==> src/rtl/cpu_pkg.sv <==
// Shared definitions for the single-issue MIPS core front end.
package cpu_pkg;

    localparam int unsigned INSTR_W = 32;
    localparam logic [31:0] RESET_PC_DEF = 32'h0000_3000;

    typedef enum logic [1:0] {
        REDIR_NONE = 2'b00,
        REDIR_BR   = 2'b01,
        REDIR_J    = 2'b10,
        REDIR_JR   = 2'b11
    } redir_kind_e;

    typedef enum logic {
        FETCH   = 1'b0,
        DISCARD = 1'b1
    } if_state_e;

endpackage

==> src/rtl/npc_calc.sv <==
// Redirect target computation for branch, jump and jump-register.
module npc_calc
    import cpu_pkg::*;
#(
    parameter int unsigned PC_W = 32
) (
    input  logic [PC_W-1:0] pc_out,
    input  logic [1:0]      redir_kind,
    input  logic [15:0]     br_offset,
    input  logic [25:0]     j_target,
    input  logic [PC_W-1:0] jr_addr,
    output logic [PC_W-1:0] target
);

    logic [PC_W-1:0] base;
    logic [PC_W-1:0] br_disp;

    assign base    = pc_out + PC_W'(4);
    assign br_disp = {{(PC_W-18){br_offset[15]}}, br_offset, 2'b00};

    always_comb begin
        target = base;
        case (redir_kind_e'(redir_kind))
            REDIR_BR: target = base + br_disp;
            REDIR_J:  target = {base[PC_W-1:PC_W-4], j_target, 2'b00};
            REDIR_JR: target = {jr_addr[PC_W-1:2], 2'b00};
            default:  target = base;
        endcase
    end

endmodule

==> src/rtl/if_stage.sv <==
// Instruction-fetch stage: owns the PC, fetches over req/ready, buffers one
// instruction for decode and handles redirects from decode.
module if_stage
    import cpu_pkg::*;
#(
    parameter logic [31:0]  RESET_PC = RESET_PC_DEF,
    parameter int unsigned  PC_W     = 32
) (
    input  logic               clk,
    input  logic               rst_n,
    output logic               imem_req,
    output logic [PC_W-1:0]    imem_addr,
    input  logic               imem_ready,
    input  logic [INSTR_W-1:0] imem_rdata,
    output logic               ir_valid,
    input  logic               ir_ready,
    output logic [INSTR_W-1:0] ir_out,
    output logic [PC_W-1:0]    pc_out,
    input  logic [1:0]         redir_kind,
    input  logic [15:0]        br_offset,
    input  logic [25:0]        j_target,
    input  logic [PC_W-1:0]    jr_addr
);

    if_state_e          state_q, state_d;
    logic [PC_W-1:0]    pc_q, pc_d;
    logic [PC_W-1:0]    pc_out_d;
    logic [INSTR_W-1:0] ir_out_d;
    logic               ir_valid_d;
    logic [PC_W-1:0]    target;
    logic               space;
    logic               redir;
    logic               fire;

    npc_calc #(.PC_W(PC_W)) u_npc (
        .pc_out     (pc_out),
        .redir_kind (redir_kind),
        .br_offset  (br_offset),
        .j_target   (j_target),
        .jr_addr    (jr_addr),
        .target     (target)
    );

    // Request is suppressed while reset is asserted so a late response is ignored.
    assign space     = !ir_valid || ir_ready;
    assign imem_req  = rst_n && ((state_q == FETCH && space) || state_q == DISCARD);
    assign imem_addr = pc_q;
    assign redir     = redir_kind != REDIR_NONE;
    assign fire      = imem_req && imem_ready;

    always_comb begin
        state_d    = state_q;
        pc_d       = pc_q;
        pc_out_d   = pc_out;
        ir_out_d   = ir_out;
        ir_valid_d = ir_valid;
        if (redir) begin
            // Flush the buffer; an unanswered request leaves a stale response to drop.
            pc_d       = target;
            ir_valid_d = 1'b0;
            if (fire) begin
                state_d = FETCH;
            end else if (imem_req) begin
                state_d = DISCARD;
            end
        end else begin
            case (state_q)
                FETCH: begin
                    if (fire) begin
                        ir_out_d   = imem_rdata;
                        pc_out_d   = pc_q;
                        ir_valid_d = 1'b1;
                        pc_d       = pc_q + PC_W'(4);
                    end else if (ir_valid && ir_ready) begin
                        ir_valid_d = 1'b0;
                    end
                end
                DISCARD: begin
                    if (imem_ready) begin
                        state_d = FETCH;
                    end
                end
                default: state_d = FETCH;
            endcase
        end
    end

    always_ff @(posedge clk) begin
        if (!rst_n) begin
            state_q  <= FETCH;
            pc_q     <= PC_W'(RESET_PC);
            ir_valid <= 1'b0;
            ir_out   <= '0;
            pc_out   <= '0;
        end else begin
            state_q  <= state_d;
            pc_q     <= pc_d;
            ir_valid <= ir_valid_d;
            ir_out   <= ir_out_d;
            pc_out   <= pc_out_d;
        end
    end

endmodule

==> config.mk <==
export PLATFORM = sky130hd
export DESIGN_NAME = if_stage
export DESIGN_NICKNAME = d
export VERILOG_FILES = /design/src/rtl/cpu_pkg.sv /design/src/rtl/npc_calc.sv /design/src/rtl/if_stage.sv
export SDC_FILE = /design/constraint.sdc
export NUM_CORES = 1
export LEC_CHECK = 0
export BUFFER_PORTS_ARGS = -buffer_cell sky130_fd_sc_hd__clkbuf_2
export CELL_PAD_IN_SITES_DETAIL_PLACEMENT = 2
export CELL_PAD_IN_SITES_GLOBAL_PLACEMENT = 2
export CORE_ASPECT_RATIO = 2
export CORE_MARGIN = 2
export CORE_UTILIZATION = 32
export CTS_BUF_LIST = sky130_fd_sc_hd__clkbuf_4 sky130_fd_sc_hd__clkbuf_8
export DETAILED_ROUTE_END_ITERATION = 16
export PLACE_DENSITY = 0.89
export SETUP_SLACK_MARGIN = 0.3
export SLEW_MARGIN = 20
export SYNTH_ARGS = -nofsm -noshare
export SYNTH_HDL_FRONTEND = slang
export SYNTH_SLANG_ARGS = --single-unit
==> constraint.sdc <==
create_clock -name clk -period 5.3 [get_ports clk]
set_clock_uncertainty 0.15 [all_clocks]
set_input_delay 0.53 -clock clk [delete_from_list [all_inputs] [get_ports clk]]
set_output_delay 0.53 -clock clk [all_outputs]
set_load 0.005 [all_outputs]
# After elaboration in Yosys (flattened, before gate mapping)
# Index checks and enable logic that the tools add are counted.
# totals
inputBits	112
mem_bits_ro	0
latchBits	0
mem_bits_rw	0
memories	0
ff_bits	98
wordCells	41
# op_classes
mul	0
n_div	0
n_addsub	3
muxes	11
n_bitwise	3
n_lt_le_gt_ge	0
n_shift	0
eq_ne	5
reduce_logical	14
# ops
operator	n
2-to-1 mux 32 bit	3
case mux 32 bit (3 select lines)	1
adder 32 x 3 -> 32 bit, second input constant	2
adder 32 bit	1
2-to-1 mux 1 bit	7
nonzero test 2 bit	3
== test 2 bit, second input constant	2
logical AND 1 bit	4
AND reduction 2 bit	2
inequality test 3 x 2 -> 1 bit, second input constant	1
inverter 1 bit	3
AND reduction 3 bit	1
== test 2 x 1 -> 1 bit, second input constant	1
logical OR 1 bit	2
inequality test 2 x 1 -> 1 bit, second input constant	1
OR reduction 2 bit	1
zero test 1 bit	1

# Depth between registers and ports, before layout
# Gate-level depths: netlist (run 1).
# depth
ltp_word	9
depth_mapped	16
depth_no_buf	13

# Hierarchy
# From an unflattened synthesis (run 1), not the netlist that was laid out.
# unflattened
hier_cells	882
hier_area_um2	6972.9
# by_module_without_submodules
mod	n_inst	seq_area_each_um2	area_each_um2	cells_per_inst
if_stage	1	1961.9	4101.4	514
npc_calc	1	0.0	2871.5	368

# Worst setup path before layout (run 1)
# Ideal clock, no wire load.
# synth_timing
path_type	reg2reg
startpoint	register pc_out[4]
endpoint	register pc_q[31], in the netlist imem_addr[31]
stages_incl_launch_ff	17
path_slack_ps	1914
required_ps	5028
period_less_slack_ps	3386
arrival_time_ps	3115
cell_sequence	dfxtp_1 > and4_1 > buf_4 > and4_1 > buf_6 > nand2_1 > nor2_1 > xor2_1 > ha_1 > and2_1 > clkbuf_1 > nand3_1 > or3_1 > inv_1 > o211ai_1 > and4_1 > o311a_1
# synth_via
elab_chain_len	4
# synth_rtl
element	line_no	rtl
from (decl)	if_stage.sv:18	output logic [PC_W-1:0] pc_out,
from (signal assigned)	if_stage.sv:100	pc_out <= pc_out_d;
adder 32 x 3 -> 32 bit *	npc_calc.sv:18	assign base = pc_out + PC_W'(4);
adder 32 bit	npc_calc.sv:24	REDIR_BR: target = base + br_disp;
case mux 32 bit (3 select lines) *	npc_calc.sv:23	case (redir_kind_e'(redir_kind))
2-to-1 mux 32 bit *	if_stage.sv:57	if (redir) begin
to (signal assigned)	if_stage.sv:91	pc_q <= PC_W'(RESET_PC);
to (signal assigned)	if_stage.sv:97	pc_q <= pc_d;
to (decl)	if_stage.sv:26	logic [PC_W-1:0] pc_q, pc_d;
# Mark *: on every way between the ends. The rest lies on a longest branch, timed or not.
# A chain may end at the register's enable or synchronous reset.

# Worst setup path in the final report (run 1)
# layout_timing
startpoint	register pc_out[4]
endpoint	register pc_q[28], in the netlist imem_addr[28]
# The elaborated chain is that of the path after synthesis.

==> flow_metrics.env, run 1 <==
export IMPL_run_status="complete, no violations"
export IMPL_fmax_ghz=0.228
export IMPL_ys_seq_area_share_pct=28.1
export IMPL_placed_area_sq_um=8230
export IMPL_cts_root_buf="clkbuf_8"
export IMPL_hold_class="in -> reg"
export IMPL_grt_max_degree=47
export IMPL_arrival_ns=4.60
export IMPL_n_antenna_cell=0
export IMPL_cts_hold_buf=0
export IMPL_crit_type="reg -> reg"
export IMPL_antenna_found_initial=0
export IMPL_rows=76
export IMPL_hp_start="imem_ready"
export IMPL_max_cap_violations=0
export IMPL_fp_dieW_um=108
export IMPL_cpPeakStageDelay_ns=0.57
export IMPL_syn_area_sq_um=6970
export IMPL_grt_overflow_total=0
export IMPL_yosys_register_bits=98
export IMPL_via_per_inst=5.81
export IMPL_slew_headroom_pct=38.8
export IMPL_place_hpwl_um=24800
export IMPL_cts_resized=0
export IMPL_dp_cells=1356
export IMPL_final_min_clock_period_ns=4.40
export IMPL_finalCritPeriodShare_pct=82.9
export IMPL_clock_power_share_pct=32.1
export IMPL_h_tree_depth=3
export IMPL_finalWirelength_um=32600
export IMPL_grt_pass1_wl_um=49900
export IMPL_numCtsBuffers=9
export IMPL_startpoint_type="flop"
export IMPL_final_common_cell="clkbuf_2"
export IMPL_synthCells=919
export IMPL_nets=1243
export IMPL_cp_data_required_time_ns=5.50
export IMPL_drtIter0Drc=255
export IMPL_synth_fp_nets=1068
export IMPL_final_area_sq_um=8430
export IMPL_cellPowerDensity_nw_per_um2=201
export IMPL_clock_sinks=98
export IMPL_syn_area_per_cell_sq_um=7.59
export IMPL_synthFlopType="dfxtp_1"
export IMPL_final_cell_mix="207 x clkbuf_2, 185 x nand2_1, 105 x a21oi_1"
export IMPL_stdcell_count=1372
export IMPL_io_buffers=207
export IMPL_syn_to_final_growth_pct=20.9
export IMPL_yosysUniqueCellTypes=67
export IMPL_die_y_um=213
export IMPL_rr_startpoint="pc_out[4]"
export IMPL_comb_power_share_pct=19.9
export IMPL_path_cells="and4_1 > and4_1 > buf_4 > nand4_1 > xnor2_1 > ha_1 > a21o_1 > a21oi_1 > nor2_1 > or3b_2 > o21ai_0 > a211oi_1 > a211oi_1"
export IMPL_start_util_pct=32.4
export IMPL_end_kind="flop"
export IMPL_seq_power_share_pct=48.0
export IMPL_place_congestion=0.885
export IMPL_drv_slew=0
export IMPL_core_sq_um=21500
export IMPL_cts_tree="done"
export IMPL_final_util_pct=39.2
export IMPL_fp_dieArea_sq_um=23100
export IMPL_ctsLongestPathBuffers=2
export IMPL_final_antenna_net_count=0
export IMPL_total_leakage_power_nw=3.67
export IMPL_finalSetupViolations=0
export IMPL_swShare_pct=35.4
export IMPL_finalSetupTns_ns=0
export IMPL_slowest_stage="o21ai_0"
export IMPL_ir_worst_vdd_uv=166
export IMPL_post_drt_wl_per_cell_um=23.8
export IMPL_cp_max_fo=9
export IMPL_layout_drive_gt1_share_pct=23.4
export IMPL_synth_edff_count=0
export IMPL_postCtsSetupRepairBufs=0
export IMPL_worst_slew_pin_slew_ns=0.912
export IMPL_async_reset_ff_share_pct=0
export IMPL_netSwitchingPower_w=0.000601
export IMPL_num_vias=7966
export IMPL_clk_pin_slew_ns=0.12
export IMPL_cp_startpoint="pc_out[4]"
export IMPL_p_int_w=0.00110
export IMPL_clk_latency_ns=0.43
export IMPL_grt_pass1_vias=8975
export IMPL_ys_warn_count=0
export IMPL_ioPinCount=210
export IMPL_rsz0062_at_grt="false"
export IMPL_grt_use_total_pct=28.7
export IMPL_hold_viol_final=0
export IMPL_drc=0
export IMPL_first_pass_iters=5
[synth_stat cells, types with 8 or more instances]
cell	count	share of area, %
inv_1	22	1.2
nor3_1	21	1.5
o21ai_0	33	2.4
a21oi_1	105	7.5
and2_1	8	0.72
clkbuf_1	42	2.3
nand2_1	186	10
nand3_1	36	2.6
mux4_2	9	2.9
nand4_1	21	1.9
a211oi_1	9	0.97
and3_1	15	1.3
o211ai_1	10	1.1
xnor2_1	40	5.0
ha_1	36	6.5
a31oi_1	9	0.81
a21o_1	18	1.9
nor2_1	42	2.3
dfxtp_1	98	28
mux2i_1	23	3.3
xor2_1	19	2.4
and4_1	13	1.6
[worst paths after layout]
check | end | slack, ns | depth (start not counted)
max reg2reg | imem_addr[28] | 0.90 | 13
max | imem_addr[28] | 0.90 | 13
min reg2reg | ir_out[11] | 0.32 | 2
min | state_q | 0.13 | 2
[kinds of logic (layout without fill, tap and decap cells)]
group	after synthesis	count (layout)	synth area share, %
AOI/OAI and AO/OA	239	239	21.5
xor gates and xnor gates	59	59	7.41
adders and majority gates	37	37	6.75
buffers and inverters	78	258	4.47
DFF	98	98	28.1
muxes	33	33	6.37
and+or+nand+nor	375	375	25.4
[worst max-delay path, delay by kind of cell (launching register included)]
kind	cells	cell delay, ns
AO/OA/AOI/OAI	5	1.40
XOR/XNOR	1	0.33
adder cells (fa/ha/maj)	1	0.34
buffers and inverters	1	0.24
flip-flops	1	0.49
AND/OR/NAND/NOR	5	1.37
[sequential cells by signal, indices dropped and copies added (netlist names)]
name	cells
pc_out	32
ir_out	32
ir_valid	1
imem_addr	32
state_q	1
[power groups by stage]
stage,sequential [W],combinational (W),clock [W]
2_1_floorplan,0.000813,0.000188,0
5_1_grt,0.000820,0.000369,0.000584
6_report,0.000815,0.000337,0.000545
3_5_place_dp,0.000831,0.000335,0
3_3_place_gp,0.000830,0.000320,0
4_1_cts,0.000815,0.000339,0.000560
[through the flow]
step	setup WS [ns]	power (W)	hold slack [ns]
6_report	0.905	0.00170	0.126
5_1_grt	0.740	0.00177	0.101
4_1_cts	0.983	0.00171	0.101
3_5_place_dp	1.07	0.00117	0.303
3_3_place_gp	1.24	0.00115	0.291
2_1_floorplan	1.91	0.00100	0.303
[final cells by class]
cell class                      instances  area (sq um)
Clock buffer                            9           124
Timing Repair Buffer                  219          1130
Multi-Input combinational cell        743          4710
Tap cell                              273           342
Inverter                               23          86.3
Fill cell                            2628         13100
Clock inverter                          7          78.8
Sequential cell                        98          1960
[layer usage]
metal  track usage, %  part of all wire, %
met1             26.6                   33
met2             56.1                   57
met3             5.13                  3.7
met4             17.4                  6.2
met5                0                    0
No activity file was read; power rests on OpenSTA's default activity.
==> run 2, diff against run 1 <==
Settings changed: CORE_UTILIZATION 32 to 30, PLACE_DENSITY 0.89 to 0.85.
Clock period 5.3 ns to 4.1 ns, I/O delays scaled along.
==> run 2 against run 1 <==
  * Sequential cell count stayed put
  * Fmax is 19% higher
  * Routed wire length is 3.9% lower
  * Non-clock buffer count is 30 higher
  * Worst setup slack worse by 0.50 ns
  * Critical path depth stayed put
  * Hold slack worse by 0.10 ns
  * Largest power group unchanged
  * Combinational power is 35% higher
==> flow_metrics.env, run 2 (synthesized netlist as in run 1, its figures left out) <==
export IMPL_total_leakage_power_nw=3.84
export IMPL_place_hpwl_um=23800
export IMPL_r2r_slack_ns=0.41
export IMPL_finalCritPeriodShare_pct=90.0
export IMPL_setup_ws_ns=0.408
export IMPL_fp_dieArea_sq_um=24600
export IMPL_path_cells="and4_1 > nand3_2 > nor3_2 > xor2_1 > ha_2 > and4_1 > and3_1 > a22o_1 > a211o_1 > o21ai_0 > nor4b_1 > buf_4 > o31a_1"
export IMPL_final_cell_mix="207 x clkbuf_2, 185 x nand2_1, 103 x a21oi_1"
export IMPL_drv_slew=0
export IMPL_cpPeakStageDelay_ns=0.46
export IMPL_syn_to_final_growth_pct=26.2
export IMPL_run_status="complete, no violations"
export IMPL_busiest_layer="met2"
export IMPL_ir_worst_vdd_uv=180
export IMPL_fillers=2701
export IMPL_numCtsBuffers=9
export IMPL_antenna_found_initial=0
export IMPL_core_sq_um=23000
export IMPL_cp_top_family="simple AND/OR/NAND/NOR gates"
export IMPL_r2r_end="imem_addr[29]"
export IMPL_worst_slew_pin_slew_ns=0.830
export IMPL_grt_max_degree=57
export IMPL_clk_latency_ns=0.44
export IMPL_grt_use_total_pct=25.3
export IMPL_finalSetupViolations=0
export IMPL_final_antenna_net_count=0
export IMPL_max_cap_violations=0
export IMPL_use_met1_pct=28.2
export IMPL_cp_startpoint="pc_out[14]"
export IMPL_post_drt_wl_per_cell_um=22.2
export IMPL_n_antenna_cell=0
export IMPL_hold_viol_final=0
export IMPL_drtIter0Drc=296
export IMPL_critical_path_endpoint="imem_addr[29]"
export IMPL_rows=79
export IMPL_startpoint_type="flop"
export IMPL_cellPowerDensity_nw_per_um2=250
export IMPL_place_congestion=0.917
export IMPL_crit_buf_inv=1
export IMPL_die_y_um=220
export IMPL_multi_input_area_sq_um=4810
export IMPL_drc=0
export IMPL_rsz0062_at_grt="true"
export IMPL_end_kind="flop"
export IMPL_grt_pass1_wl_um=48900
export IMPL_critPathMostFrequentCell="and4_1"
export IMPL_cts_root_buf="clkbuf_8"
export IMPL_slowest_stage="dfxtp_1"
export IMPL_fp_dieW_um=112
export IMPL_crit_type="reg -> reg"
export IMPL_grt_pass1_vias=8906
export IMPL_use_met3_pct=4.57
export IMPL_clock_sinks=98
export IMPL_clk_pin_slew_ns=0.12
export IMPL_grt_overflow_total=0
export IMPL_ioPinCount=210
export IMPL_path_depth=13
export IMPL_seq_area_sq_um=1970
export IMPL_fmax_ghz=0.271
export IMPL_slew_headroom_pct=44.4
export IMPL_first_pass_iters=5
export IMPL_layout_drive_gt1_share_pct=27.4
export IMPL_start_util_pct=30.3
export IMPL_arrival_ns=3.88
export IMPL_cts_tree="done"
export IMPL_cp_max_fo=8
export IMPL_io_buffers=207
export IMPL_hold_class="in -> reg"
export IMPL_hp_start="imem_rdata[21]"
export IMPL_use_met2_pct=47.8
export IMPL_pre_cts_ws_ns=0.0911
export IMPL_rr_startpoint="pc_out[14]"
export IMPL_ff2ff_path_depth=13
export IMPL_cp_data_required_time_ns=4.29
export IMPL_final_min_clock_period_ns=3.69
export IMPL_finalSetupTns_ns=0
export IMPL_finalWirelength_um=31400
export IMPL_num_vias=8016
export IMPL_h_tree_depth=3
export IMPL_via_per_inst=5.68
export IMPL_ctsLongestPathBuffers=2
export IMPL_final_common_cell="clkbuf_2"
export IMPL_nets=1273
==> run 2: layout make-up <==
type                            count  share of cell area [%]
Inverter                           23                   0.981
Clock buffer                        9                    1.41
Multi-Input combinational cell    743                    54.6
Sequential cell                    98                    22.4
Clock inverter                      7                   0.896
Timing Repair Buffer              249                    15.6
Tap cell                          283                    4.03
==> run 2: worst min path at each step <==
| stage | endpoint | slack (ns) | cells past startpoint |
|---|---|---|---|
| after detailed placement | ir_out[24] | 0.30 | 2 |
| after global routing | ir_out[21] | 0.005 | 3 |
| after CTS | ir_out[18] | 0.007 | 3 |
| after floorplan | ir_out[0] | 0.30 | 2 |
| after global placement | ir_out[11] | 0.29 | 2 |
| final | ir_out[21] | 0.03 | 3 |
==> run 2: per-stage QoR <==
step           std cells  utilization [%]  cell area (sq um)  hold WS [ns]  power [W]
2_1_floorplan        919                -               6970         0.303    0.00129
5_1_grt             1412             38.2               8800       0.00483    0.00231
3_3_place_gp        1388             36.5               8420         0.292    0.00149
6_report            1412             38.2               8800        0.0260    0.00220
3_5_place_dp        1388             36.5               8420         0.300    0.00151
4_1_cts             1410             37.8               8710       0.00669    0.00222
==> run 2: where the power goes <==
| part | total (W) | leakage, nW | switching [W] | internal [W] |
|---|---|---|---|---|
| combinational | 0.000454 | 2.93 | 0.000255 | 0.000198 |
| clock | 0.000696 | 0.102 | 0.000453 | 0.000242 |
| sequential | 0.00105 | 0.803 | 0.0000616 | 0.000988 |
==> run 2: what timing repair did <==
item | CTS | global route
hold endpoints to repair | 5 | 0
hold buffers | 5 | 0
cloned | 0 | 0
setup buffers | 1 | 2
pin swaps | 1 | 4
gates resized for setup | 8 | 25
setup endpoints to repair | 9 | 10
==> run 2: tightest hold or removal path, stage by stage <==
cell and delay [ns]:
clkbuf_2 0.08, nand2_1 0.05, a21oi_1 0.05
==> run 2: layer usage <==
metal	up-vias	part of all wire (%)
li1	3704	-
met1	4014	38
met2	243	53
met3	55	5.1
met4	0	3.2
met5	-	0
==> run 3, diff against run 2 <==
Settings changed: CORE_MARGIN 2 to not set.
==> run 3 against run 2 <==
  * Sequential power hardly changed
  * Largest cell class unchanged
  * Worst setup slack worse by 0.014 ns
  * Via count is 0.32% higher
  * Core utilization is 0.52 points higher
  * Critical endpoint unchanged
  * Register-to-register slack hardly changed
  * Combinational power hardly changed
  * Global-route usage is 2.6 points higher
  * Highest routed layer unchanged
  * Final cell count stayed put
  * Die area is 2.7% lower
  * Fmax is 0.38% lower
  * Routed wire length is 4.4% higher
  * Cell area hardly changed
==> flow_metrics.env, run 3 (synthesized netlist as in run 1, its figures left out) <==
export IMPL_run_status="complete, no violations"
export IMPL_grt_use_total_pct=28.0
export IMPL_io_buffers=207
export IMPL_startpoint_type="flop"
export IMPL_syn_to_final_growth_pct=26.3
export IMPL_cp_max_fo=8
export IMPL_grt_pass1_vias=8995
export IMPL_wl_met1_um=10900
export IMPL_arrival_ns=3.90
export IMPL_final_cell_mix="207 x clkbuf_2, 185 x nand2_1, 105 x a21oi_1"
export IMPL_dr_max_layer_used="met4"
export IMPL_r2r_slack_ns=0.39
export IMPL_clk_latency_ns=0.44
export IMPL_final_min_clock_period_ns=3.71
export IMPL_finalSetupTns_ns=0
export IMPL_critPathMostFrequentCell="buf_4"
export IMPL_hold_viol_final=0
export IMPL_cts_root_buf="clkbuf_8"
export IMPL_place_hpwl_um=25700
export IMPL_start_util_pct=30.7
export IMPL_final_common_cell="clkbuf_2"
export IMPL_max_cap_violations=0
export IMPL_fillers=2705
export IMPL_clk_pin_slew_ns=0.12
export IMPL_cpPeakStageDelay_ns=0.38
export IMPL_grt_overflow_total=0
export IMPL_drc=0
export IMPL_fp_dieArea_sq_um=23900
export IMPL_slowest_stage="dfxtp_1"
export IMPL_wl_met3_um=1220
export IMPL_end_kind="flop"
export IMPL_total_leakage_power_nw=3.86
export IMPL_num_vias=8042
export IMPL_die_y_um=218
export IMPL_ir_worst_vdd_uv=208
export IMPL_place_congestion=0.869
export IMPL_fp_dieW_um=110
export IMPL_cp_top_family="simple AND/OR/NAND/NOR gates"
export IMPL_n_antenna_cell=0
export IMPL_path_cells="and4_4 > and4_2 > buf_4 > nand2_1 > xnor2_1 > ha_2 > and4_1 > and3_1 > a22o_1 > a211o_1 > o21ai_0 > nor4b_2 > buf_4 > o31a_1"
export IMPL_drtIter0Drc=201
export IMPL_layout_drive_gt1_share_pct=27.7
export IMPL_met2WireLength_um=18400
export IMPL_grt_pass1_wl_um=49700
export IMPL_hold_ws_ns=0.0252
export IMPL_rows=78
export IMPL_h_tree_depth=3
export IMPL_rsz0062_at_grt="false"
export IMPL_finalSetupViolations=0
export IMPL_clock_sinks=98
export IMPL_ioPinCount=210
export IMPL_core_sq_um=22700
export IMPL_grt_max_degree=51
export IMPL_first_pass_iters=4
export IMPL_slew_headroom_pct=29.7
export IMPL_finalWirelength_um=32700
export IMPL_hold_class="in -> reg"
export IMPL_finalCritPeriodShare_pct=90.4
export IMPL_crit_type="reg -> reg"
export IMPL_worst_slew_pin_slew_ns=1.05
export IMPL_cp_data_required_time_ns=4.29
export IMPL_post_drt_wl_per_cell_um=23.2
export IMPL_cts_tree="done"
export IMPL_drv_slew=0
export IMPL_final_antenna_net_count=0
export IMPL_antenna_found_initial=0
export IMPL_via_per_inst=5.70
export IMPL_nets=1276
export IMPL_numCtsBuffers=9
export IMPL_cellPowerDensity_nw_per_um2=251
export IMPL_ctsLongestPathBuffers=2
export IMPL_fmax_ghz=0.270
export IMPL_crit_buf_inv=2
==> run 3: power breakdown <==
part           leakage [nW]  switching, W  internal [W]
sequential            0.802     0.0000653      0.000987
clock                 0.103      0.000456      0.000243
combinational          2.95      0.000259      0.000197
==> run 3: cell type report <==
cell class	count	area [sq um]	area share [%]
clock buffer	9	124	1.41
inverter	23	86.3	0.981
tap	280	350	3.98
sequential	98	1970	22.4
clock inverter	7	81.3	0.924
timing repair buffer	252	1390	15.8
multi-input combinational	743	4800	54.5
==> run 3: routing by layer <==
layer	track usage, %	up-vias
li1	-	3704
met1	25.7	3983
met2	53.7	252
met3	4.81	103
met4	18.5	0
met5	0	-
==> run 3: metrics by stage <==
stage / util (%) / worst slack [ns] / instances / total power, W / cell area (sq um)
after floorplan: - / 0.714 / 919 / 0.00129 / 6970
after global placement: 37.3 / 0.229 / 1394 / 0.00150 / 8480
after detailed placement: 37.3 / 0.140 / 1394 / 0.00152 / 8480
after CTS: 38.4 / 0.298 / 1412 / 0.00223 / 8730
after global routing: 38.7 / 0.263 / 1412 / 0.00230 / 8800
final: 38.7 / 0.394 / 1412 / 0.00221 / 8800
==> run 3: tightest hold or removal path, stage by stage <==
cell	delay (ns)
clkbuf_2	0.08
nand2_1	0.04
a21oi_1	0.05
==> run 3: path summary, 6_finish.rpt <==
check | from | endpoint | cells after the start
worst max register to register | pc_out[11] | imem_addr[29] | 14
worst min-delay path | imem_rdata[1] | ir_out[1] | 3
worst max-delay path | pc_out[11] | imem_addr[29] | 14
worst min register to register | ir_out[25] | ir_out[25] | 2
==> run 3: what timing repair did <==
item / 4_1_cts / 5_1_grt
endpoints found under the hold margin: 1 / 0
endpoints found under the setup margin: 5 / 11
resized for setup: 8 / 21
cloned: 0 / 0
hold buffers: 1 / 0
buffers inserted: 1 / 0
pin swaps: 1 / 1
